**config.mk**
```make
export PLATFORM = sky130hd
export DESIGN_NAME = spi_rx_packer
export DESIGN_NICKNAME = d
export VERILOG_FILES = /design/src/rtl/spi_pkg.sv /design/src/rtl/spi_bit_accumulator.sv /design/src/rtl/spi_rx_packer.sv
export SDC_FILE = /design/constraint.sdc
export NUM_CORES = 1
export LEC_CHECK = 0
export ABC_AREA = 0
export ABC_CLOCK_PERIOD_IN_PS = 3210
export CAP_MARGIN = 20
export CORE_MARGIN = 2
export CORE_UTILIZATION = 55
export CTS_BUF_LIST = sky130_fd_sc_hd__clkbuf_8
export DETAILED_ROUTE_END_ITERATION = 8
export DONT_BUFFER_PORTS = 1
export PLACE_DENSITY = 0.77
export SYNTH_ARGS = -nofsm -noshare
export SYNTH_HDL_FRONTEND = slang
export SYNTH_SLANG_ARGS = --single-unit
```
**constraint.sdc**
```tcl
create_clock -name clock -period 3.21 [get_ports clock]
set_clock_uncertainty 0.05 [all_clocks]
set_input_delay 0.642 -clock clock [delete_from_list [all_inputs] [get_ports clock]]
set_output_delay 0.642 -clock clock [all_outputs]
set_load 0.005 [all_outputs]
```
**src/rtl/spi_pkg.sv**
```systemverilog
// spi_pkg: shared widths, fill-count type and mask helpers for the SPI rx packer
package spi_pkg;
  localparam int MAX_WORD_SIZE = 16;
  localparam int OUT_WIDTH = 32;
  localparam int ACC_WIDTH = OUT_WIDTH + MAX_WORD_SIZE;
  localparam int FILL_WIDTH = $clog2(ACC_WIDTH);
  localparam int KEEP_WIDTH = OUT_WIDTH / 8;
  localparam int WS_WIDTH = $clog2(MAX_WORD_SIZE);
  typedef logic [FILL_WIDTH-1:0] fill_t;
  function automatic logic [KEEP_WIDTH-1:0] keep_from_fill(fill_t fill);
    int bytes;
    bytes = (int'(fill) + 7) / 8;
    return KEEP_WIDTH'((64'd1 << bytes) - 64'd1);
  endfunction
  function automatic logic [MAX_WORD_SIZE-1:0] word_mask(logic [WS_WIDTH:0] width);
    return MAX_WORD_SIZE'((64'd1 << width) - 64'd1);
  endfunction
endpackage

```
**src/rtl/spi_bit_accumulator.sv**
```systemverilog
// spi_bit_accumulator: LSB-first bit accumulator with masked insert and shift-out of full beats
// clock/reset: async active-high reset; clear: synchronous wipe; pop: insert word;
// emit: drop the low OUT_WIDTH bits; width: frame width 1..MAX_WORD_SIZE; acc/fill: state.
module spi_bit_accumulator
  import spi_pkg::*;
(
  input  logic                     clock,
  input  logic                     reset,
  input  logic                     clear,
  input  logic                     pop,
  input  logic                     emit,
  input  logic [MAX_WORD_SIZE-1:0] word,
  input  logic [WS_WIDTH:0]        width,
  output logic [ACC_WIDTH-1:0]     acc,
  output fill_t                    fill
);
  logic [ACC_WIDTH-1:0] acc_s;
  fill_t fill_s;
  // a word popped in the same cycle as an emit lands at the post-shift position
  always_comb begin
    acc_s = emit ? acc >> OUT_WIDTH : acc;
    fill_s = emit ? fill - fill_t'(OUT_WIDTH) : fill;
  end
  always_ff @(posedge clock or posedge reset)
    if (reset) begin
      acc <= '0;
      fill <= '0;
    end else if (clear) begin
      acc <= '0;
      fill <= '0;
    end else if (pop) begin
      acc <= acc_s | (ACC_WIDTH'(word & word_mask(width)) << fill_s);
      fill <= fill_s + fill_t'(width);
    end else begin
      acc <= acc_s;
      fill <= fill_s;
    end
endmodule

```
**src/rtl/spi_rx_packer.sv**
```systemverilog
// spi_rx_packer: packs SPI rx FIFO frames LSB-first into keep/last-marked stream beats
// clock/reset: async active-high reset; enable: low clears and samples wordSize (width-1);
// rxData/emptyRxFifo/pop: show-ahead FIFO read side; flush: close packet, flushDone on completion;
// outData/outKeep/outLast/outValid/outReady: output beat stream.
module spi_rx_packer
  import spi_pkg::*;
(
  input  logic                     clock,
  input  logic                     reset,
  input  logic                     enable,
  input  logic [WS_WIDTH-1:0]      wordSize,
  input  logic [MAX_WORD_SIZE-1:0] rxData,
  input  logic                     emptyRxFifo,
  output logic                     pop,
  input  logic                     flush,
  output logic [OUT_WIDTH-1:0]     outData,
  output logic [KEEP_WIDTH-1:0]    outKeep,
  output logic                     outLast,
  output logic                     outValid,
  input  logic                     outReady,
  output logic                     flushDone
);
  logic [WS_WIDTH-1:0] ws_reg;
  logic [WS_WIDTH:0] width;
  logic pend_flush, reg_free, full, emit, flush_ok, drain, mark_last, flush_end;
  logic [ACC_WIDTH-1:0] acc;
  fill_t fill;
  // flush_ok: nothing more can arrive, so the packet tail is whatever sits in acc
  // drain: emit the partial beat; mark_last: tag the held beat when acc is empty
  always_comb begin
    width = {1'b0, ws_reg} + (WS_WIDTH+1)'(1);
    reg_free = !outValid || outReady;
    full = fill >= fill_t'(OUT_WIDTH);
    pop = enable && !reset && !emptyRxFifo && !full;
    emit = enable && full && reg_free;
    flush_ok = enable && pend_flush && emptyRxFifo && !pop && !full;
    drain = flush_ok && fill != '0 && reg_free;
    mark_last = flush_ok && fill == '0 && outValid && !outReady;
    flush_end = flush_ok && (fill == '0 || reg_free);
  end
  spi_bit_accumulator u_acc (
    .clock(clock),
    .reset(reset),
    .clear(!enable || drain),
    .pop  (pop),
    .emit (emit),
    .word (rxData),
    .width(width),
    .acc  (acc),
    .fill (fill)
  );
  always_ff @(posedge clock or posedge reset)
    if (reset) begin
      ws_reg <= '0;
      pend_flush <= 1'b0;
      outData <= '0;
      outKeep <= '0;
      outLast <= 1'b0;
      outValid <= 1'b0;
      flushDone <= 1'b0;
    end else if (!enable) begin
      ws_reg <= wordSize;
      pend_flush <= 1'b0;
      outData <= '0;
      outKeep <= '0;
      outLast <= 1'b0;
      outValid <= 1'b0;
      flushDone <= 1'b0;
    end else begin
      pend_flush <= !flush_end && (pend_flush || flush);
      flushDone <= flush_end;
      if (emit || drain) begin
        outData <= acc[OUT_WIDTH-1:0];
        outKeep <= emit ? '1 : keep_from_fill(fill);
        outLast <= drain;
        outValid <= 1'b1;
      end else if (mark_last) outLast <= 1'b1;
      else if (outReady) outValid <= 1'b0;
    end
endmodule
```
# == Word-level counts from Yosys, hierarchy flattened ==
# Cells that the tools add are included.
# classes
eq_ne,4
n_mul,0
n_mux,20
n_reduce_logical,33
n_addsub,7
shifts,3
bitwise,3
n_div,0
n_lt_le_gt_ge,1
# op_table
operator,n
$mux 48,3
$mux 32,2
$or 48x48->48,1
$shl 48x6->48,1
$add 32x1->32,1
$shl 1x32->4 const A,1
$mux 6,3
$and 16x16->16,1
$logic_and 1x1->1,16
$shl 1x5->16 const A,1
$sub 16x1->16 const B,1
$mux 4,3
$mux 1,9
$logic_not 1->1,8
$add 6x3->7 const B,1
$add 6x5->6,1
$ge 6x6->1 const B,1
$logic_not 6->1,1
$ne 3x1->1 const B,2
$reduce_bool 6->1,1
$sub 6x6->6 const B,1
$add 4x1->5 const B,1
$logic_or 1x1->1,5
$sub 4x1->4 const B,1
other kinds (5),5
# totals
mem_bits_ro,0
ram_bits,0
output_inout_bits,40
latch_bits,0
word_cells,80
ff_bits,98
memories,0

# == Logic depth before layout (Yosys ltp) ==
# Gate-level depths: netlist of run 1.
# depth
word_depth,13
mapped_depth,15

# == Hierarchy ==
# A second synthesis of run 1 with hierarchy kept.
# unflattened
hier_cells,655
hier_area_um2,6127.1
# by_module_without_submodules
module,seq_area_each_um2,area_per_inst_um2,cells_each,instances
spi_bit_accumulator,1351.3,3971.3,451,1
spi_rx_packer,1101.1,2155.8,204,1

# == Worst setup path before layout of run 1 ==
# No wires, ideal clock.
# synth_path
path_kind,reg-to-reg
start,register ws_reg[1]
end,register u_acc.acc[23]
synth_period_minus_slack_ns,3.475
setup_slack_ns,-0.265
setup_ns,0.065
n_path_buf,3
stages_incl_launch_ff,16
arrival_ns,3.360
required_time_ns,3.095
cell_sequence,dfrtp_1 -> ha_1 -> buf_4 -> clkbuf_1 -> a21o_1 -> nand3_1 -> ha_1 -> clkbuf_1 -> nor4bb_1 -> nand3_1 -> nand4b_1 -> mux2i_1 -> mux2_2 -> a221oi_2 -> a22o_1 -> a21o_1
# synth_between
elab_chain_cells,8
# synth_lines
item,line_no,text
"start, declared",spi_rx_packer.sv:23,logic [WS_WIDTH-1:0] ws_reg;
"start signal, assigned",spi_rx_packer.sv:62,ws_reg <= wordSize;
$add 4x1->5,spi_rx_packer.sv:31,"width = {1'b0, ws_reg} + (WS_WIDTH+1)'(1);"
$shl 1x5->16,spi_pkg.sv:16,return MAX_WORD_SIZE'((64'd1 << width) - 64'd1);
$sub 16x1->16,spi_pkg.sv:16,
$and 16x16->16,spi_bit_accumulator.sv:32,acc <= acc_s | (ACC_WIDTH'(word & word_mask(width)) << fill_s);
$shl 48x6->48,spi_bit_accumulator.sv:32,
$or 48x48->48,spi_bit_accumulator.sv:32,
$mux 48,spi_bit_accumulator.sv:31,end else if (pop) begin
$mux 48,spi_bit_accumulator.sv:28,end else if (clear) begin
"end signal, assigned",spi_bit_accumulator.sv:32,
"end signal, assigned",spi_bit_accumulator.sv:35,acc <= acc_s;
"end, declared",spi_bit_accumulator.sv:14,"output logic [ACC_WIDTH-1:0] acc,"
# Every way passes these cells.
# A chain may end at the register's enable or synchronous reset.

# == Worst setup path after layout of run 1 ==
# layout_path
start,register ws_reg[1]
end,register u_acc.acc[20]
# The elaborated chain is that of the path after synthesis.

==> results of run 1 <==
[per-layer routing]
layer | global-route usage | vias to the layer above | wire, um
met1 | 0.4243 | 3024 | 8330
met2 | 0.5156 | 319 | 9411
li1 | - | 2798 | -
met5 | 0 | - | 0
met3 | 0.06048 | 61 | 1594
met4 | 0.1268 | 0 | 831
[cell families (layout without fill, tap and decap cells)]
| family | after synthesis | in the layout |
|---|---|---|
| AO/OA/AOI/OAI | 263 | 263 |
| AND/OR/NAND/NOR | 234 | 234 |
| adder cells (fa/ha/maj) | 13 | 13 |
| XOR/XNOR | 10 | 10 |
| buffers and inverters | 76 | 130 |
| flip-flops | 98 | 98 |
| multiplexers | 20 | 20 |
[repair_timing]
action                     CTS  global route
gates resized for setup      6            60
cloned                       0             0
setup endpoints to repair   23            34
pin swaps                    0            23
setup buffers                0            11
hold endpoints to repair     0             0
[report_power, final]
group          internal [mW]  leakage [nW]  switching (mW)
registers               1.26          1.35          0.0314
clock network          0.373        0.0959           0.465
logic                  0.483          1.83           0.670
total                   2.12          3.28            1.17
[final timing paths]
check / start / endpoint / slack (ps) / depth (start not counted)
max in group asynchronous: reset / outData[22]$_DFFE_PP0P_ / 2130 / 2
min reg2reg: u_acc.acc[46]$_DFF_PP0_ / u_acc.acc[46]$_DFF_PP0_ / 440 / 2
min in group clock: enable / outValid$_DFFE_PP0P_ / 330 / 1
max reg2reg: ws_reg[1]$_DFFE_PP0N_ / u_acc.acc[20]$_DFF_PP0_ / 60 / 13
max: ws_reg[1]$_DFFE_PP0N_ / u_acc.acc[20]$_DFF_PP0_ / 60 / 13
min: reset / u_acc.fill[4]$_DFFE_PP0P_ / 210 / 1
[cells in the final DEF, fill, tap and decap left out, types with 4 or more instances in the layout]
cell type,instances
dfrtp_1,96
buf_4,92
nand2_1,88
nor2_1,59
a22o_1,37
a21oi_1,29
o21ai_0,20
a31oi_1,16
inv_1,15
nor3_1,14
o211ai_1,14
nand3_1,12
mux2i_1,11
o221ai_1,11
and2_1,10
o21ai_1,10
a21o_1,9
clkbuf_8,9
o22ai_1,8
nand2b_1,7
xnor2_1,7
a22oi_1,7
ha_1,7
a211oi_1,6
a32o_1,6
mux2_2,5
o2111ai_1,5
o21a_1,5
o31ai_2,5
o22a_1,5
and3_1,4
or3_1,4
a211o_1,4
clkinvlp_4,4
buf_6,4
[metrics by stage]
stage | util | TNS, ps | setup slack (ps) | total power [mW]
after floorplan | - | 0 | 15.40 | 1.960
after global placement | 0.6156 | 0 | 8.770 | 2.315
after detailed placement | 0.6156 | -1142 | -137.0 | 2.331
after CTS | 0.6371 | 0 | 5.294 | 3.159
after global routing | 0.6669 | -653.5 | -94.11 | 3.421
final | 0.6669 | 0 | 64.40 | 3.285
[layout make-up]
type	count	area, um2	share of cell area
flip-flops and latches	98	2455	0.3224
inverters	17	67.56	0.008873
multi-input cells	540	3950	0.5187
well taps	143	178.9	0.02350
repair buffers	97	755.7	0.09924
clock inverters	7	83.83	0.01101
clock buffers	9	123.9	0.01627
==> flow_summary.ini, run 1 <==
[pwr]
pwr_density_cell_mw_per_mm2 = 431.3
ir_drop_mv = 0.3685
power.leakage_nw = 3.276

[grt]
grt_start_max_net_pins = 64
antenna_found_initial = 0
gr-total-overflow = 0
grt_pass1_vias = 5847
grt_usage = 0.3180
grt_pass1_wl_um = 31830

[cells_and_area]
final_cells = 911
drive_gt1_frac = 0.2461
nNetsFinal = 802
design_area_mm2 = 0.007615
largest_reg_flops = 48
top_regs = u_acc.acc: 48 flops, outData: 32 flops, u_acc.fill: 6 flops
largest-register = u_acc.acc
antennaDiodeCount = 0
areaGrowthSynthToFinish_pct = 18.54
n_fill_cell = 926

[logic_synthesis]
synth_nets = 753
syn_area_mm2 = 0.006424
synthMostInstantiatedCell = dfrtp_1
synth_top_cell_area_share = 0.3818
synthMuxAreaShare = 0.03311
synth_commonest_cells = dfrtp_1 (98), nand2_1 (89), nor2_1 (61)
synth_top_family_by_area = compound AO/OA/AOI/OAI gates
synth_compound_area_frac = 0.3173
yosysUniqueCellTypes = 88
syn_avg_cell_area_um2 = 8.997
netlist_instances = 714
yosys.area.top_type = dfrtp_1
synth_ff_type = dfrtp_1
ys_warn_count = 0
synth_xor_area_frac = 0.01363
async_reset_ff_frac = 1.000
synth_area_leaders = dfrtp_1 (38%), nand2_1 (5.2%), a22o_1 (5.0%), nor2_1 (3.6%), a21oi_1 (2.5%)
ys_seq_elements = 98
synth_simple_gate_area_frac = 0.1757
ys_seq_area_frac = 0.3818
synth_edf_count = 0
synthAdderAreaFrac = 0.02649

[sta]
whs_ps = 212.8
rsz0062_at_grt = yes
period_needed_ps = 3146
finalHoldViolCount = 0
relSlewSlack = 0.4642
worst_pin_slew_ps = 803.7
finalSetupViolCount = 0
maxSlewViolCount = 0
fmax_mhz = 317.9
period_share = 0.9799

[cts]
clock-sinks = 98
clk_pin_slew_ps = 100
cts_hold_buf = 0
root_buffer = clkbuf_8
htreeDepth = 3
clk_latency_ps = 370
cts_tree = done
numCtsBuffers = 9
clockBufferDepth = 2

[drt]
drt_wl_total_um = 20170
avgViaCountPerCell = 6.808
route.detailed.drc = 0
vias = 6202
drt_iter0_drc = 593
firstDrtPassIters = 5
ant_nets = 0
avgRoutedWirePerCell_um = 22.14

[worst_setup_path]
critPathTopFamily = compound AO/OA/AOI/OAI gates
crit_arrival_ps = 3390
cpMostUsedCell = buf_4
cp-start-kind = flip-flop
worstPathCellList = buf_6 > a21boi_4 > a21o_1 > nand3_2 > ha_4 > buf_4 > buf_4 > o221ai_4 > mux2_4 > a32o_2 > o31ai_2 > o211ai_1 > o22ai_1
path_class = reg -> reg
critPathRequiredTime_ps = 3460
end_kind = flip-flop
worst-path-buf-inv = 3
max_stage_delay_ps = 470
critPathMaxFanout = 6
slowest_stage = dfrtp_2

[flow_run]
max_cap_violations = 0

[die]
core_area_mm2 = 0.01142
pin_count = 66
die_w_um = 112.1
start_util = 0.5626
die_y_um = 112.1
die_area_mm2 = 0.01256
rows = 39

[outcome]
status = finished clean

[placement]
place_area_mm2 = 0.007029
globalplace.congestion = 0.9681
hpwl_um = 14990
dp_cells = 885
placement.io_buffers = 0

[min_path]
hold_class = in -> async
Note: power is estimated with default switching activity, not from simulation.
==> run 2: changes to the inputs <==
- ABC_CLOCK_PERIOD_IN_PS: 3210 -> not set
==> results of run 2 <==
Final layout, timing and power as in run 1 (identical DEF).
